`src/rtl/stack_sequencer.sv`:
```
`default_nettype none
// ============================================================================
// Module   : stack_sequencer
// Brief    : Walks push/pop bitmasks, one SS-relative word transfer per bit.
// Revision : 1.0
// ============================================================================
module stack_sequencer (
    input  logic        clk,
    input  logic        reset,
    input  logic        start,
    input  logic [15:0] push_mask,
    input  logic [15:0] pop_mask,
    input  logic [15:0] sp_in,
    input  logic [15:0] operand_in,
    output logic [3:0]  reg_sel,
    input  logic [15:0] reg_rdata,
    output logic        reg_we,
    output logic [15:0] reg_wdata,
    output logic [15:0] operand_out,
    output logic        operand_valid,
    output logic        mem_req,
    output logic        mem_wr,
    output logic [15:0] mem_addr,
    output logic [15:0] mem_wdata,
    input  logic        mem_ack,
    input  logic [15:0] mem_rdata,
    output logic        busy,
    output logic        done,
    output logic [15:0] sp_out,
    output logic        sp_we
);

    localparam logic [1:0] S_IDLE   = 2'd0;
    localparam logic [1:0] S_PUSH   = 2'd1;
    localparam logic [1:0] S_POP    = 2'd2;
    localparam logic [1:0] S_FINISH = 2'd3;

    localparam logic [3:0] C_BIT_SP      = 4'd4;
    localparam logic [3:0] C_BIT_DISCARD = 4'd5;
    localparam logic [3:0] C_BIT_OPERAND = 4'd15;

    logic [1:0]  r_state;
    logic [15:0] r_push_mask;
    logic [15:0] r_pop_mask;
    logic [15:0] r_sp;
    logic [15:0] r_sp_start;
    logic [15:0] r_operand;
    logic [15:0] r_operand_out;
    logic        r_operand_valid;

    logic [3:0]  w_push_idx;
    logic [3:0]  w_pop_idx;
    logic [15:0] w_push_rest;
    logic [15:0] w_pop_rest;
    logic        w_in_push;
    logic        w_in_pop;

    // Pushes take the lowest set bit first, pops the highest.
    always_comb begin
        w_push_idx = 4'd0;
        w_pop_idx  = 4'd0;
        for (int i = 15; i >= 0; i--) begin
            if (r_push_mask[i]) w_push_idx = 4'(i);
        end
        for (int i = 0; i < 16; i++) begin
            if (r_pop_mask[i]) w_pop_idx = 4'(i);
        end
    end

    assign w_push_rest = r_push_mask & ~(16'd1 << w_push_idx);
    assign w_pop_rest  = r_pop_mask & ~(16'd1 << w_pop_idx);
    assign w_in_push   = (r_state == S_PUSH);
    assign w_in_pop    = (r_state == S_POP);

    always_ff @(posedge clk) begin
        if (reset) begin
            r_state         <= S_IDLE;
            r_push_mask     <= 16'd0;
            r_pop_mask      <= 16'd0;
            r_sp            <= 16'd0;
            r_sp_start      <= 16'd0;
            r_operand       <= 16'd0;
            r_operand_out   <= 16'd0;
            r_operand_valid <= 1'b0;
        end else begin
            r_operand_valid <= 1'b0;
            case (r_state)
                S_IDLE: begin
                    if (start) begin
                        r_push_mask <= push_mask;
                        r_pop_mask  <= pop_mask;
                        r_sp        <= sp_in;
                        r_sp_start  <= sp_in;
                        r_operand   <= operand_in;
                        if (push_mask != 16'd0)     r_state <= S_PUSH;
                        else if (pop_mask != 16'd0) r_state <= S_POP;
                        else                        r_state <= S_FINISH;
                    end
                end
                S_PUSH: begin
                    if (mem_ack) begin
                        r_sp        <= r_sp - 16'd2;
                        r_push_mask <= w_push_rest;
                        if (w_push_rest == 16'd0)
                            r_state <= (r_pop_mask != 16'd0) ? S_POP : S_FINISH;
                    end
                end
                S_POP: begin
                    if (mem_ack) begin
                        r_sp       <= r_sp + 16'd2;
                        r_pop_mask <= w_pop_rest;
                        if (w_pop_idx == C_BIT_OPERAND) begin
                            r_operand_out   <= mem_rdata;
                            r_operand_valid <= 1'b1;
                        end
                        if (w_pop_rest == 16'd0) r_state <= S_FINISH;
                    end
                end
                default: r_state <= S_IDLE;
            endcase
        end
    end

    // Bus fields depend only on registered state, so they hold through waits.
    assign mem_req   = w_in_push | w_in_pop;
    assign mem_wr    = w_in_push;
    assign mem_addr  = w_in_push ? (r_sp - 16'd2) : (w_in_pop ? r_sp : 16'd0);
    assign mem_wdata = !w_in_push                   ? 16'd0      :
                       (w_push_idx == C_BIT_SP)      ? r_sp_start :
                       (w_push_idx == C_BIT_OPERAND) ? r_operand  : reg_rdata;

    assign reg_sel   = w_in_push ? w_push_idx : (w_in_pop ? w_pop_idx : 4'd0);
    assign reg_we    = w_in_pop && mem_ack &&
                       (w_pop_idx != C_BIT_DISCARD) && (w_pop_idx != C_BIT_OPERAND);
    assign reg_wdata = reg_we ? mem_rdata : 16'd0;

    assign operand_out   = r_operand_out;
    assign operand_valid = r_operand_valid;
    assign busy          = (r_state != S_IDLE);
    assign done          = (r_state == S_FINISH);
    assign sp_we         = done;
    assign sp_out        = r_sp;

endmodule
`default_nettype wire

```
`config.mk`:
```
export PLATFORM = sky130hd
export DESIGN_NAME = stack_sequencer
export DESIGN_NICKNAME = d
export VERILOG_FILES = /design/src/rtl/stack_sequencer.sv
export SDC_FILE = /design/constraint.sdc
export NUM_CORES = 1
export LEC_CHECK = 0
export ABC_AREA = 1
export BUFFER_PORTS_ARGS = -buffer_cell sky130_fd_sc_hd__buf_2
export CELL_PAD_IN_SITES_DETAIL_PLACEMENT = 0
export CELL_PAD_IN_SITES_GLOBAL_PLACEMENT = 1
export CORE_MARGIN = 5
export CORE_UTILIZATION = 35
export CTS_CLUSTER_SIZE = 16
export DETAILED_ROUTE_END_ITERATION = 10
export HOLD_SLACK_MARGIN = 0.02
export MAX_ROUTING_LAYER = met4
export PLACE_DENSITY = 0.76
export SKIP_CTS_REPAIR_TIMING = 1
export SYNTH_ARGS = -nofsm -noshare
export SYNTH_HDL_FRONTEND = slang
export SYNTH_SLANG_ARGS = --single-unit
```
`constraint.sdc`:
```
create_clock -name clk -period 2.68 [get_ports clk]
set_clock_uncertainty 0.15 [all_clocks]
set_input_delay 0.536 -clock clk [delete_from_list [all_inputs] [get_ports clk]]
set_output_delay 0.536 -clock clk [all_outputs]
set_load 0.01 [all_outputs]
```
==> metrics.md <==
| Metric | Value |
|---|---|
| CP Launch Type | `flop` |
| Max-cap viol count | `0` |
| Largest stage delay, worst path | `340 ps` |
| Antenna viol nets, final | `0` |
| Final WL | `23800 um` |
| IO buf count | `190` |
| Violated checks | `negative setup slack` |
| Detailed Place HPWL | `17200 um` |
| Syn nets | `1095` |
| Routed vias/inst | `5.15` |
| GR Overflow Total | `0` |
| DR pass1 iterations | `5` |
| Core footprint | `17400 um2` |
| Final Max Slew Viols | `0` |
| IR drop worst, VDD | `0.532 mV` |
| Synth unique cells | `42` |
| # setup viols final | `42` |
| CP max-delay cell | `dfxtp_2` |
| Most numerous cell on the critical path | `nand3_1` |
| Setup TNS | `-6980 ps` |
| Initial antenna violation count | `0` |
| Yosys top cell area share | `0.317` |
| Async SR Flop Fraction | `0` |
| CTS Buf Count | `9` |
| Synth Warn # | `0` |
| RSZ-0062 raised after global routing | `true` |
| Required @ worst endpoint | `1990 ps` |
| Syn avg cell area | `6.32 um2` |
| # nets final | `1317` |
| HP Class | `input pin to flop` |
| Max H-tree Level | `3` |
| GR Util All Layers | `0.219` |
| Area growth syn-to-layout | `40.1%` |
| Via Count | `7420` |
| Final hold violations | `0` |
| Worst-Skew Late Latency | `360 ps` |
| Layout cells sized above 1 | `0.337` |
| Final WS setup | `-335 ps` |
| Root buffer cell | `clkbuf_16` |
| Layout Cells excl Fill | `1441` |
| Commonest cells in the synthesized netlist | `nand2_1, nor2_1, o21ai_0` |
| R2r setup slk | `80 ps` |
| DIE AREA | `20600 um2` |
| CTS Sinks | `99` |
| Top-count cell post-synth | `nand2_1` |
| Cell Rows | `48` |
| Setup CP Type | `flop to output port` |
| Die Span Y | `144 um` |
| Die W | `144 um` |
| Status | `finished with violations` |
| Max transition margin | `0.536` |
| Syn Inst Count | `989` |
| Largest net degree at the start of global routing | `59` |
| Register area share after synthesis | `0.317` |
| Starting DRC count in detailed routing | `485` |
| Main area contributors after synthesis | `dfxtp_1, nand2_1, o21ai_0, a21oi_1, nor2_1` |
| Fin crit period | `3020 ps` |
| Fin crit share | `1.13` |
| Ports | `191` |
| CTS max path bufs | `2` |
| Leak | `3.88 nW` |
| Post-Syn Area | `6250 um2` |
| Synth Register Bits | `99` |
| Total power | `11.4 mW` |
| Gp weighted congestion | `0.919` |
| Crit-path cells | `inv_2 > buf_4 > nand2_1 > nand3_1 > nand3_1 > nand3_1 > nand3_1 > nand2_2 > a21oi_4 > nand4_2 > nor2_2 > buf_12 > nand2_1 > a31oi_1 > buf_2` |
| Vias in the first global route | `6607` |
| DRC viols | `0` |
| CTS tree | `done` |
| EDFF count, synth | `0` |
| Clock transition at path regs | `70 ps` |
| Crit end category | `output port` |
| FMAX | `332 MHz` |
| Worst EP arrival | `2330 ps` |
| Initial Utilization | `0.359` |
| PD cells | `1300 nW/um2` |
| Drt wl/cell | `16.5 um` |
| Post-synth top area cell | `dfxtp_1` |
| Diodes inserted | `0` |
| Top_reg_cell synth | `dfxtp_1` |
| First-pass GRT wire length | `35200 um` |
| Placed Instances | `1396` |
| Worst-Margin Slew | `696 ps` |
| Crit-path max FO | `17` |
| Bufs and invs on worst path | `4` |
| Cell family with most CP delay | `simple AND/OR/NAND/NOR gates` |
## per-stage QoR
stage	utilization	cell area (um2)	hold WS, ps	setup WS [ps]
CTS	0.454	7910	272	-364
detailed placement	0.439	7640	302	28.1
global placement	0.439	7640	296	47.0
global route	0.503	8760	288	-558
floorplan	-	6250	300	134
finish	0.503	8760	279	-335
## registers in the layout (all words and copies together), names as in the netlist
| register | count |
|---|---|
| r_operand | 16 |
| r_state | 2 |
| r_pop_mask | 16 |
| sp_out | 16 |
| r_sp_start | 16 |
| operand_out | 16 |
| operand_valid | 1 |
| r_push_mask | 16 |
## worst min-delay path, cell delays in order
cell	delay (ps)
buf_2	70
o21ai_0	70
nor2_1	80
## worst paths after layout
check,endpoint,startpoint,cells after the start
hold reg to reg,operand_out[2],operand_out[2],2
setup reg to reg,r_state[1],r_push_mask[14],19
setup / recovery,mem_wdata[2],r_push_mask[14],15
hold / removal,r_operand[10],operand_in[10],3
## cells in the final DEF (no fill, tap or decap), drive strengths merged, types with 17 or more instances in the layout
cell	instances
buf	259
nand2	217
nor2	119
o21ai	116
inv	106
dfxtp	99
a21oi	96
nand3	64
o211ai	31
nand4	20
a31oi	19
clkbuf	17
## where the power goes
part           switching [mW]  total (mW)  internal, mW
clock network           0.604        1.26         0.660
logic                    4.67        7.72          3.05
registers               0.469        2.40          1.93
## cell type report
cell class | count | area [um2]
Clock buffer | 13 | 250
Clock inverter | 3 | 23.8
Fill cell | 1826 | 8650
Inverter | 113 | 447
Multi-Input combinational cell | 725 | 4000
Sequential cell | 99 | 2000
Tap cell | 225 | 282
Timing Repair Buffer | 263 | 1760
## metal layers
layer	track usage	vias to the layer above	part of all wire
met5	-	-	0
met2	0.342	203	0.47
met1	0.300	3432	0.46
met3	0.0343	23	0.049
li1	-	3762	-
met4	0.0491	0	0.013
## logic make-up after synthesis
| group | after synthesis | synth area share |
|---|---|---|
| buffers and inverters | 165 | 0.103 |
| and+or+nand+nor | 448 | 0.322 |
| AOI/OAI and AO/OA | 271 | 0.246 |
| adders and majority gates | 6 | 0.0120 |
| DFF | 99 | 0.317 |
No activity file was read; power rests on OpenSTA's default activity.
